### config.mk
export PLATFORM = sky130hd
export DESIGN_NAME = eqed_campaign_ctrl
export DESIGN_NICKNAME = d
export VERILOG_FILES = /design/src/rtl/eqed_campaign_ctrl.sv
export SDC_FILE = /design/constraint.sdc
export NUM_CORES = 1
export LEC_CHECK = 0
export BUFFER_PORTS_ARGS = -buffer_cell sky130_fd_sc_hd__buf_2
export CORE_ASPECT_RATIO = 1.4
export CORE_UTILIZATION = 26
export CTS_BUF_LIST = sky130_fd_sc_hd__clkbuf_8
export DETAILED_ROUTE_END_ITERATION = 7
export PLACE_DENSITY = 0.49
export SLEW_MARGIN = 20
export SYNTH_ARGS = -nofsm -noshare
export SYNTH_HDL_FRONTEND = slang
export SYNTH_SLANG_ARGS = --single-unit
### constraint.sdc
create_clock -name clk -period 3.5 [get_ports clk]
set_input_delay 0.7 -clock clk [delete_from_list [all_inputs] [get_ports clk]]
set_output_delay 0.7 -clock clk [all_outputs]
set_load 0.05 [all_outputs]
### src/rtl/eqed_campaign_ctrl.sv
// EQED single-bit-flip campaign sequencer.
// The controller runs one fault-free golden run and captures both MISR signatures.
// It then performs one injection run per (flip-flop, injection cycle) pair and
// compares each final output signature against the golden one.
//
// state    | meaning
// ---------+------------------------------------------------------------
// IDLE     | waiting for start, DUT held in reset
// GOLD_RST | DUT reset for RST_CYC cycles before the golden run
// GOLD_RUN | fault-free run, cyc_cnt counts 1..RUN_CYC
// GOLD_CAP | latch golden input/output signatures
// INJ_RST  | DUT reset for RST_CYC cycles before an injection run
// INJ_RUN  | run with a single one-cycle bit flip at cyc_cnt == inj_cyc
// INJ_CMP  | report result, update counts, advance (ff_idx, inj_cyc)
// DONE     | campaign finished, results held until the next start
module eqed_campaign_ctrl #(
    parameter int NUM_FF      = 8,
    parameter int SIG_W       = 6,
    parameter int RST_CYC     = 2,
    parameter int RUN_CYC     = 5,
    parameter int MAX_INJ_CYC = 4,
    localparam int FF_W  = (NUM_FF > 1) ? $clog2(NUM_FF) : 1,
    localparam int CYC_W = $clog2(MAX_INJ_CYC + 1),
    localparam int CNT_W = $clog2(NUM_FF * MAX_INJ_CYC + 1)
) (
    input  logic              clk,
    input  logic              rst,
    input  logic              i_start,
    input  logic [SIG_W-1:0]  i_in_sig,
    input  logic [SIG_W-1:0]  i_out_sig,
    output logic              o_dut_rst,
    output logic [NUM_FF-1:0] o_inj_sel,
    output logic              o_busy,
    output logic              o_done,
    output logic              o_result_valid,
    output logic [FF_W-1:0]   o_result_ff,
    output logic [CYC_W-1:0]  o_result_cyc,
    output logic              o_result_detected,
    output logic [CNT_W-1:0]  o_detected_cnt,
    output logic [CNT_W-1:0]  o_undetected_cnt,
    output logic              o_in_mismatch
);

    localparam int RUN_W = $clog2(RUN_CYC + 1);
    localparam int RST_W = (RST_CYC > 1) ? $clog2(RST_CYC) : 1;

    typedef enum logic [2:0] {
        S_IDLE, S_GOLD_RST, S_GOLD_RUN, S_GOLD_CAP,
        S_INJ_RST, S_INJ_RUN, S_INJ_CMP, S_DONE
    } state_t;

    state_t             r_state;
    state_t             w_state_nxt;
    logic [RST_W-1:0]   r_rst_cnt;
    logic [RUN_W-1:0]   r_cyc_cnt;
    logic [FF_W-1:0]    r_ff_idx;
    logic [CYC_W-1:0]   r_inj_cyc;
    logic [SIG_W-1:0]   r_gold_in;
    logic [SIG_W-1:0]   r_gold_out;
    logic [CNT_W-1:0]   r_det_cnt;
    logic [CNT_W-1:0]   r_undet_cnt;
    logic               r_in_mismatch;

    logic               w_dut_rst;
    logic               w_busy;
    logic               w_valid;
    logic               w_rst_tc;
    logic               w_run_tc;
    logic               w_last_pair;
    logic               w_inj_hit;
    logic               w_out_diff;
    logic               w_in_diff;

    assign w_rst_tc    = (r_rst_cnt == '0);
    assign w_run_tc    = (r_cyc_cnt == RUN_W'(RUN_CYC));
    assign w_last_pair = (r_ff_idx == FF_W'(NUM_FF - 1)) && (r_inj_cyc == CYC_W'(MAX_INJ_CYC));
    assign w_inj_hit   = (r_state == S_INJ_RUN) && (r_cyc_cnt == RUN_W'(r_inj_cyc));
    assign w_out_diff  = (i_out_sig != r_gold_out);
    assign w_in_diff   = (i_in_sig != r_gold_in);

    // State register
    always_ff @(posedge clk) begin
        if (rst) begin
            r_state <= S_IDLE;
        end else begin
            r_state <= w_state_nxt;
        end
    end

    // Next-state decode and per-state control outputs
    always_comb begin
        w_state_nxt = r_state;
        w_dut_rst   = 1'b1;
        w_busy      = 1'b1;
        w_valid     = 1'b0;
        case (r_state)
            S_IDLE, S_DONE: begin
                w_busy = 1'b0;
                if (i_start) w_state_nxt = S_GOLD_RST;
            end
            S_GOLD_RST: begin
                if (w_rst_tc) w_state_nxt = S_GOLD_RUN;
            end
            S_GOLD_RUN: begin
                w_dut_rst = 1'b0;
                if (w_run_tc) w_state_nxt = S_GOLD_CAP;
            end
            S_GOLD_CAP: begin
                w_dut_rst   = 1'b0;
                w_state_nxt = S_INJ_RST;
            end
            S_INJ_RST: begin
                if (w_rst_tc) w_state_nxt = S_INJ_RUN;
            end
            S_INJ_RUN: begin
                w_dut_rst = 1'b0;
                if (w_run_tc) w_state_nxt = S_INJ_CMP;
            end
            S_INJ_CMP: begin
                w_dut_rst   = 1'b0;
                w_valid     = 1'b1;
                w_state_nxt = w_last_pair ? S_DONE : S_INJ_RST;
            end
            default: begin
                w_state_nxt = S_IDLE;
            end
        endcase
    end

    // Run timers, sweep indices, golden signatures and result counters
    always_ff @(posedge clk) begin
        if (rst) begin
            r_rst_cnt     <= '0;
            r_cyc_cnt     <= '0;
            r_ff_idx      <= '0;
            r_inj_cyc     <= '0;
            r_gold_in     <= '0;
            r_gold_out    <= '0;
            r_det_cnt     <= '0;
            r_undet_cnt   <= '0;
            r_in_mismatch <= 1'b0;
        end else begin
            case (r_state)
                S_IDLE, S_DONE: begin
                    if (i_start) begin
                        r_rst_cnt     <= RST_W'(RST_CYC - 1);
                        r_ff_idx      <= '0;
                        r_inj_cyc     <= CYC_W'(1);
                        r_det_cnt     <= '0;
                        r_undet_cnt   <= '0;
                        r_in_mismatch <= 1'b0;
                    end
                end
                S_GOLD_RST, S_INJ_RST: begin
                    if (!w_rst_tc) r_rst_cnt <= r_rst_cnt - RST_W'(1);
                    r_cyc_cnt <= RUN_W'(1);
                end
                S_GOLD_RUN, S_INJ_RUN: begin
                    if (!w_run_tc) r_cyc_cnt <= r_cyc_cnt + RUN_W'(1);
                end
                S_GOLD_CAP: begin
                    r_gold_in  <= i_in_sig;
                    r_gold_out <= i_out_sig;
                    r_rst_cnt  <= RST_W'(RST_CYC - 1);
                end
                S_INJ_CMP: begin
                    if (w_out_diff) r_det_cnt   <= r_det_cnt + CNT_W'(1);
                    else            r_undet_cnt <= r_undet_cnt + CNT_W'(1);
                    if (w_in_diff) r_in_mismatch <= 1'b1;
                    if (r_ff_idx == FF_W'(NUM_FF - 1)) begin
                        r_ff_idx  <= '0;
                        r_inj_cyc <= r_inj_cyc + CYC_W'(1);
                    end else begin
                        r_ff_idx <= r_ff_idx + FF_W'(1);
                    end
                    r_rst_cnt <= RST_W'(RST_CYC - 1);
                end
                default: begin
                end
            endcase
        end
    end

    // Reset overrides the decoded controls in the same cycle so the DUT never sees a flip under rst
    assign o_dut_rst         = w_dut_rst | rst;
    assign o_busy            = w_busy & ~rst;
    assign o_done            = (r_state == S_DONE) & ~rst;
    assign o_inj_sel         = (w_inj_hit && !rst) ? (NUM_FF'(1) << r_ff_idx) : '0;
    assign o_result_valid    = w_valid & ~rst;
    assign o_result_ff       = r_ff_idx;
    assign o_result_cyc      = r_inj_cyc;
    assign o_result_detected = w_valid & ~rst & w_out_diff;
    assign o_detected_cnt    = r_det_cnt;
    assign o_undetected_cnt  = r_undet_cnt;
    // The flag reads high already in the INJ_CMP cycle that first sees the difference
    assign o_in_mismatch     = r_in_mismatch | (w_valid & ~rst & w_in_diff);

endmodule

== Word-level counts from Yosys, hierarchy flattened ==
Index checks and enable logic that the tools add are counted.

* $add $sub $neg: 6
* Equal/unequal tests: 23
* Shift-type cells: 1
* Multiplexer cells: 29
* Bitwise operators: 8
* Reductions and logical operators: 21

{| class="wikitable"
|+ Operators with widths
! operator !! count
|-
| 3-bit two-way mux || 9
|-
| 6-bit case mux with 2 select lines || 2
|-
| 3-bit equality test (second input constant) || 7
|-
| 3-bit case mux with 7 select lines || 1
|-
| 2-bit != test (second input constant) || 10
|-
| 6-bit two-way mux || 3
|-
| 3-bit case mux with 2 select lines || 3
|-
| 6-bit by 1-bit adder with 6-bit output (second input constant) || 2
|-
| 6-bit != test || 2
|-
| 3-bit AND reduction || 4
|-
| 3-bit by 1-bit adder with 3-bit output (second input constant) || 3
|-
| 8-bit two-way mux || 1
|-
| 2-bit OR reduction || 4
|-
| 1-bit by 3-bit << shifter with 8-bit output (first input constant) || 1
|-
| 1-bit two-way mux || 7
|-
| 3-bit by 2-bit equality test with 1-bit output (second input constant) || 2
|-
| 2-bit AND reduction || 3
|-
| 1-bit AND || 5
|-
| 5-bit AND reduction || 1
|-
| 2-bit nonzero test || 2
|-
| 4-bit OR reduction || 1
|-
| 3-bit by 1-bit equality test with 1-bit output (second input constant) || 1
|-
| 3-bit equality test || 1
|-
| 1-bit logical AND || 3
|-
| other kinds (9) || 10
|}

* Bits in registers: 38
* Bits of input ports: 15
* Output and inout port bits: 32
* Logic and storage cells: 98

== Depth between registers and ports, before layout ==
Gate-level depths: netlist of the first run.

* Depth in word-level cells: 5
* Mapped depth: 7
* Gate-level depth less buffers: 7

== Worst setup path before layout of the first run ==
OpenSTA, ideal clock, no wires.

* Path type: input-to-output
* From: input port rst
* To: output port o_result_detected
* Data arrival time: 2.200 ns
* Data required time: 2.800 ns
* Slack: 0.600 ns
* Cell stages on the path: 6
* Path buffers: 1
* Cells stage by stage: clkbuf_1 > inv_1 > nand4b_1 > inv_1 > o21ai_0 > inv_1

* Longest elaborated chain between the ends: 3

{| class="wikitable"
|+ Ends and longest elaborated chain
! item !! line !! source
|-
| start: declaration || 27 || <nowiki>input logic rst,</nowiki>
|-
| 1-bit NOT || n/a ||
|-
| 1-bit AND || n/a ||
|-
| net o_result_valid || 35 || <nowiki>output logic o_result_valid,</nowiki>
|-
| 1-bit AND || 192 || <nowiki>assign o_result_detected = w_valid & ~rst & w_out_diff;</nowiki>
|-
| end: declaration || 38 || <nowiki>output logic o_result_detected,</nowiki>
|}

The timed path passes the listed nets, and every way through them passes these cells.

== Worst setup path in the final report of the first run ==
* From: register r_state[2]
* To: output port o_result_detected

* Longest elaborated chain between the ends: 4

{| class="wikitable"
|+ Ends and longest elaborated chain
! item !! line !! source
|-
| start: declaration || 52 || <nowiki>state_t r_state;</nowiki>
|-
| start signal: assignment || 86 || <nowiki>r_state <= w_state_nxt;</nowiki>
|-
| 3-bit equality test || 96 || <nowiki>case (r_state)</nowiki>
|-
| 1-bit two-way mux || 96 ||
|-
| 1-bit AND (2 in a row) || 192 ||
|}

No other way between the ends.

==> results.md, run 1 <==
- Post-CTS Hold Fix Bufs: 0
- Vias in the first global route: between 1.5k and 2k
- Min-Delay Path Class: flop to flop
- MaxCap Viol Count: 0
- Fmax: roughly 0.34 GHz
- Initial DRC count: approximately 100
- Syn-to-layout area delta: 18.4%
- Gpl congestion: 0.716
- Fin. max-slew vios: 0
- Core area: 8150 um2
- VDD IR max: 0.274 mV
- Layout net count: roughly 330
- Mux share of post-synthesis cell area: 0.0650
- Average wire per standard cell: about 13 um
- Grt total ovfl: 0
- First-pass GRT wire length: between 8000 and 9000 um
- Die Footprint: just under 9000 um2
- Crit path arrival time: 2.26 ns
- Cell area after synthesis: around 2200 um2
- Initial Util: 0.269
- Post-cts sizing count: 0
- CTS sink cnt: 38
- Worst-Margin Slew: 0.784 ns
- Antenna Nets Post-Route: 0
- Mapped Nets: just under 300
- Time the worst path needs with I/O delays and setup: 2.96 ns
- Drt pass-1 iters: 4
- Die Y: between 100 and 150 um
- Crit Path Max Fanout: 21
- CP Capture Type: output port
- Async S/R FF share, synth: 0
- Required @ worst endpoint: 2.80 ns
- # port buffers: 46
- TritonCTS clock tree: built
- IO Pins: 47
- Top cell type's share of synthesized area: 0.347
- Routed vias: 1961
- Tot Pwr: between 1 and 1.5 mW
- Die Width: 79.6 um
- Slew HR: 0.478
- Largest net degree at the start of global routing: 37
- Tot GR Track Use: 0.123
- Period utilisation layout: 0.846
- Core Rows: 39
- Mapped Cells: 262
- Synth Area in Simple Gates: 0.265
- Status: completed
- Via density: slightly below 5
- Number of fill cells: 888
- Fraction of the mapped netlist area in adder cells: 0.0684
- Detailed placer's ending HPWL: 3870 um
- Later-pin clock latency in the skew report: approximately 0.28 ns
- Hold Slack: about 0.50 ns
- Place WS: 0.723 ns
- H-tree depth: 2
- Post-synthesis sequential area ratio: 0.347
- Final Hold Violating Endpoints: 0
- Clk slew on worst S/H paths: roughly 0.070 ns
- Clock Tree Buf Depth: 2
- Setup Skew: roughly 0.0038 ns
- Layout cells sized above 1: 0.210
- Setup TNS: 0 ns
- Ys Warns: 0
- Clock root buffer: clkbuf_8
- Yosys cell types: 47
- Dominant synthesized flop cell: dfxtp_1
- Final WL: between 5000 and 6000 um
- Area contributors post-synth: dfxtp_1, ha_1, nor2_1
- Top post-synthesis cells by count: dfxtp_1, nor2_1, nand2_1
- Critical Path Source Type: flop
- Placed Area: between 2000 and 3000 um2
- Initial antenna violation count: 0
- Main combinational cell family by area after synthesis: simple AND/OR/NAND/NOR gates
- Post-Synth XOR/XNOR Area: 0.0718
- CP Class: flop to output port
- Setup ws final: ~0.54 ns
- Antenna diodes: 0
- PwrDens: around 460 nW/um2
- RSZ-0062 raised after global routing: no
- Setup-failing EPs final: 0
- Syn Area/Cell: roughly 8.4 um2
- Multi-input logic area: approximately 1300 um2
- Buffer count from post-CTS setup fixing: 0
- DRC errors left: 0
- Finished Cell Area: between 2000 and 3000 um2
- Post-synth top area cell: dfxtp_1
- Compound-Gate Fraction of Synth Area: 0.129
- TritonCTS buffer count: 5
- Synthesis-stage register bit count: 38
- Post-synth EDFFs: 0
- Static Leak: around 1.2 nW
- Most frequent cell after synthesis: dfxtp_1
- Storage cell area: 761 um2
## path summary, 6_finish.rpt
path / depth (start not counted) / to / slack (ns) / from
worst max-delay path: 5 / o_result_detected / 0.54 / r_state[2]
worst min-delay path: 2 / r_rst_cnt / 0.50 / r_rst_cnt
worst max register to register: 4 / r_state[1] / 1.42 / r_state[2]
worst min register to register: 2 / r_rst_cnt / 0.50 / r_rst_cnt
## cells in the final DEF (no fill, tap or decap), drive strengths merged, types with 2 or more instances in the layout
| cell type | Yosys | layout |
|---|---|---|
| buf | 6 | 49 |
| dfxtp | 38 | 38 |
| nor2 | 33 | 33 |
| nand2 | 16 | 16 |
| inv | 13 | 14 |
| nand3 | 14 | 14 |
| xor2 | 12 | 12 |
| mux2i | 12 | 12 |
| ha | 12 | 12 |
| and3 | 10 | 10 |
| a21oi | 10 | 10 |
| a31oi | 9 | 9 |
| nor3 | 8 | 8 |
| o21ai | 8 | 8 |
| xnor2 | 6 | 6 |
| nand3b | 6 | 6 |
| clkbuf | 8 | 6 |
| nand2b | 5 | 5 |
| and2 | 3 | 3 |
| nor4 | 3 | 3 |
| and3b | 2 | 2 |
| o211ai | 2 | 2 |
| or4 | 2 | 2 |
| mux2 | 2 | 2 |
| nor3b | 2 | 2 |
| a41oi | 2 | 2 |
| o32ai | 2 | 2 |
| o2bb2ai | 2 | 2 |
| or3 | 2 | 2 |
## cell families (layout without fill, tap and decap cells)
kind of cell	Yosys count	in the layout
multiplexers	14	14
buffers and inverters	27	70
adder cells (fa/ha/maj)	12	12
AO/OA/AOI/OAI	43	43
flip-flops	38	38
AND/OR/NAND/NOR	110	110
XOR/XNOR	18	18
## metrics by stage
step	utilization	instances
after floorplan	-	262
after global placement	0.308	399
after detailed placement	0.308	399
after CTS	0.319	407
after global routing	0.319	407
final	0.319	407
## state kept, by name (all words and copies together), names as in the netlist
signal,count
o_detected_cnt,6
o_undetected_cnt,6
r_gold_in,6
r_gold_out,6
o_result_cyc,3
o_result_ff,3
r_cyc_cnt,3
r_state,3
r_in_mismatch,1
r_rst_cnt,1
## critical path: stages, from the launching register on
cell and delay [ns]:
dfxtp_1 0.74, nand4b_1 0.40, inv_1 0.31, o21ai_0 0.17, inv_1 0.09, buf_2 0.26
## power by group
| group | internal, mW | leakage [nW] | switching [mW] |
|---|---|---|---|
| Sequential | 0.470 | 0.307 | 0.0779 |
| Clock | 0.156 | 0.0524 | 0.153 |
| Combinational | 0.141 | 0.867 | 0.210 |
## area by class of cell
cell class / count / share of cell area
multi-input combinational: 197 / 0.507
sequential: 38 / 0.293
timing repair buffer: 49 / 0.0973
tap: 102 / 0.0491
clock buffer: 6 / 0.0318
inverter: 13 / 0.0188
clock inverter: 2 / 0.00337
## routing by layer
layer	global-route usage	vias to the layer above	share of wire
met5	0	-	0
met4	0.0327	0	0.0090
met3	0.0263	4	0.034
met2	0.221	34	0.52
met1	0.144	917	0.43
li1	-	1006	-
Note: power is estimated with default switching activity, not from simulation.
==> inputs of run 2 (changes only) <==
Settings changed: ABC_AREA set to 1.
Clock period 3.5 ns to 3 ns, I/O delays scaled along.
==> results.md, run 2 <==
- Status: completed (unchanged)
- Antenna Nets Post-Route: 0 (unchanged)
- Required @ worst endpoint: 2.40 ns (was 2.80 ns)
- Worst-Margin Slew: 0.398 ns (was 0.784 ns)
- VDD IR max: 0.193 mV (was 0.274 mV)
- Die Footprint: 9010 um2 (was 8820 um2)
- Average wire per standard cell: 11.3 um (was 12.9 um)
- Top cell type's share of synthesized area: 0.339 (was 0.347)
- Post-CTS Hold Fix Bufs: 0 (unchanged)
- Post-synth top area cell: dfxtp_1 (unchanged)
- Fin. max-slew vios: 0 (unchanged)
- Setup-failing EPs final: 0 (unchanged)
- Syn Area/Cell: 7.08 um2 (was 8.38 um2)
- Number of fill cells: 904 (was 888)
- Antenna diodes: 0 (unchanged)
- Critical Path Source Type: flop (unchanged)
- Synthesis-stage register bit count: 38 (unchanged)
- Die Y: 112 um (was 111 um)
- First-pass GRT wire length: 8910 um (was 8640 um)
- CTS sink cnt: 38 (unchanged)
- Crit Path Max Fanout: 13 (was 21)
- Area contributors post-synth: dfxtp_1, nand2_1, ha_1 (was dfxtp_1, ha_1, nor2_1)
- Clock root buffer: clkbuf_8 (unchanged)
- Post-synthesis sequential area ratio: 0.339 (was 0.347)
- Slew HR: 0.733 (was 0.478)
- Syn-to-layout area delta: 18.2% (was 18.4%)
- Core area: 8250 um2 (was 8150 um2)
- Most common cell after layout, fill and taps aside: nand2_1 (was buf_2)
- Final Hold Violating Endpoints: 0 (unchanged)
- Later-pin clock latency in the skew report: 0.29 ns (was 0.28 ns)
- Via density: 4.50 (was 4.82)
- TritonCTS clock tree: built (unchanged)
- PwrDens: 654 nW/um2 (was 465 nW/um2)
- Largest net degree at the start of global routing: 26 (was 37)
- Reg-to-Reg Start: r_state[2] (unchanged)
- H-tree depth: 2 (unchanged)
- Most frequent cell after synthesis: nand2_1 (was dfxtp_1)
- DRC errors left: 0 (unchanged)
- R2R Path End: o_detected_cnt[1] (was r_state[1])
- Grt total ovfl: 0 (unchanged)
- Min-Delay Path Class: flop to flop (unchanged)
- Gpl congestion: 0.784 (was 0.716)
- Die Width: 80.5 um (was 79.6 um)
- Yosys cell types: 38 (was 47)
- Clk slew on worst S/H paths: 0.08 ns (was 0.07 ns)
- Cell area after synthesis: 2240 um2 (was 2190 um2)
- CP Capture Type: output port (unchanged)
- Buffer count from post-CTS setup fixing: 0 (unchanged)
- Initial Util: 0.272 (was 0.269)
- Static Leak: 1.29 nW (was 1.23 nW)
- Storage cell area: 761 um2 (unchanged)
- Mapped Nets: 344 (was 289)
- Time the worst path needs with I/O delays and setup: ~2.6 ns
- Ys Warns: 0 (unchanged)
- CP Class: flop to output port (unchanged)
- MaxCap Viol Count: 0 (unchanged)
- Setup Skew: 0.00398 ns (was 0.00378 ns)
- Hold endpoint: r_in_mismatch (was r_rst_cnt)
- RSZ-0062 raised after global routing: no (unchanged)
- Post-cts sizing count: 0 (unchanged)
- Multi-input logic area: 1270 um2 (was 1320 um2)
- Initial antenna violation count: 0 (unchanged)
- Setup TNS: 0 ns (unchanged)
- Most frequent cells in the layout: nand2_1, buf_2, inv_1 (was buf_2, dfxtp_1, nor2_1)
- # port buffers: 46 (unchanged)
- Detailed placer's ending HPWL: 3920 um (was 3870 um)
- Dominant synthesized flop cell: dfxtp_1 (unchanged)
- Hold Slack: 0.462 ns (was 0.497 ns)
- IO Pins: 47 (unchanged)
- Mapped Cells: 317 (was 262)
- Top post-synthesis cells by count: nand2_1, inv_1, nor2_1 (was dfxtp_1, nor2_1, nand2_1)
- Worst Min Path Start: r_in_mismatch (was r_rst_cnt)
- Vias in the first global route: 1941 (was 1793)
- Slowest CP cell: dfxtp_1 (unchanged)
- Post-synth EDFFs: 0 (unchanged)
- Async S/R FF share, synth: 0 (unchanged)
- Period utilisation layout: 0.851
- TritonCTS buffer count: 5 (unchanged)
- Max incr delay on CP: 0.40 ns (was 0.74 ns)
- Final WL: 5280 um (was 5250 um)
- Routed vias: 2101 (was 1961)
- Drt pass-1 iters: 4 (unchanged)
- Reg2Reg Setup Slack: 1.26 ns (was 1.42 ns)
- Tot GR Track Use: 0.126 (was 0.123)
- Clock Tree Buf Depth: 2 (unchanged)
- Crit path arrival time: 1.95 ns (was 2.26 ns)
- Initial DRC count: 56 (was 103)
- R2R cell count: 7 (was 4)
- Layout cells sized above 1: 0.211 (was 0.210)
- Fmax: between 0.3 and 0.4 GHz
- Hold path cells: 2 (unchanged)
- Layout net count: 391 (was 331)
- Core Rows: 39 (unchanged)
- Crit-path cells: inv_1 > nand3_2 > inv_2 > o31ai_1 > buf_2 (was nand4b_1 > inv_1 > o21ai_0 > inv_1 > buf_2)
[run 2: layout make-up]
class / count / area share
Clock buffer: 6 / 0.0311
Clock inverter: 2 / 0.00330
Inverter: 41 / 0.0580
Multi-Input combinational cell: 230 / 0.480
Sequential cell: 38 / 0.287
Tap cell: 102 / 0.0481
Timing Repair Buffer: 48 / 0.0925
[run 2: report_power, final]
part	internal, mW	switching, mW
sequential	0.593	0.0813
clock	0.182	0.189
combinational	0.209	0.479
[run 2: how the worst max path moves through the flow]
| stage | startpoint | end | cells after the start |
|---|---|---|---|
| 6_report | r_state[0] | o_dut_rst | 5 |
| 5_1_grt | r_state[2] | o_result_detected | 5 |
| 4_1_cts | r_state[0] | o_dut_rst | 5 |
| 3_5_place_dp | rst | o_inj_sel[0] | 5 |
| 3_3_place_gp | rst | o_inj_sel[1] | 5 |
| 2_1_floorplan | o_result_cyc[2] | o_inj_sel[4] | 4 |
[run 2: logic make-up (layout without fill, tap and decap cells)]
group                      Yosys count  count (layout)  synth area share
and+or+nand+nor                    154             154             0.326
AOI/OAI and AO/OA                   57              57             0.147
buffers and inverters               49              97            0.0931
DFF                                 38              38             0.339
adders and majority gates           12              12            0.0669
xor gates and xnor gates             7               7            0.0273
[run 2: worst max-delay path, delay by kind of cell, from the launching register on]
kind	cells	cell delay (ns)
buffers and inverters	3	0.65
DFF	1	0.40
AOI/OAI and AO/OA	1	0.33
and+or+nand+nor	1	0.27
[run 2: stage by stage]
stage          utilization  setup slack [ns]  cell area, um2  std cells  power (mW)
2_1_floorplan            -             0.425            2240        317        1.24
3_3_place_gp         0.311             0.746            2560        459        1.38
3_5_place_dp         0.311             0.692            2560        459        1.38
4_1_cts              0.322             0.395            2650        467        1.77
5_1_grt              0.322             0.244            2650        467        1.89
6_report             0.322             0.448            2650        467        1.73
[run 2: routing by layer]
layer / up-vias / routed length [um] / GRT usage
li1: 1124 / - / -
met4: 0 / 149 / 0.0643
met3: 8 / 205 / 0.0238
met1: 932 / 2300 / 0.144
met2: 37 / 2630 / 0.219
met5: - / 0 / 0
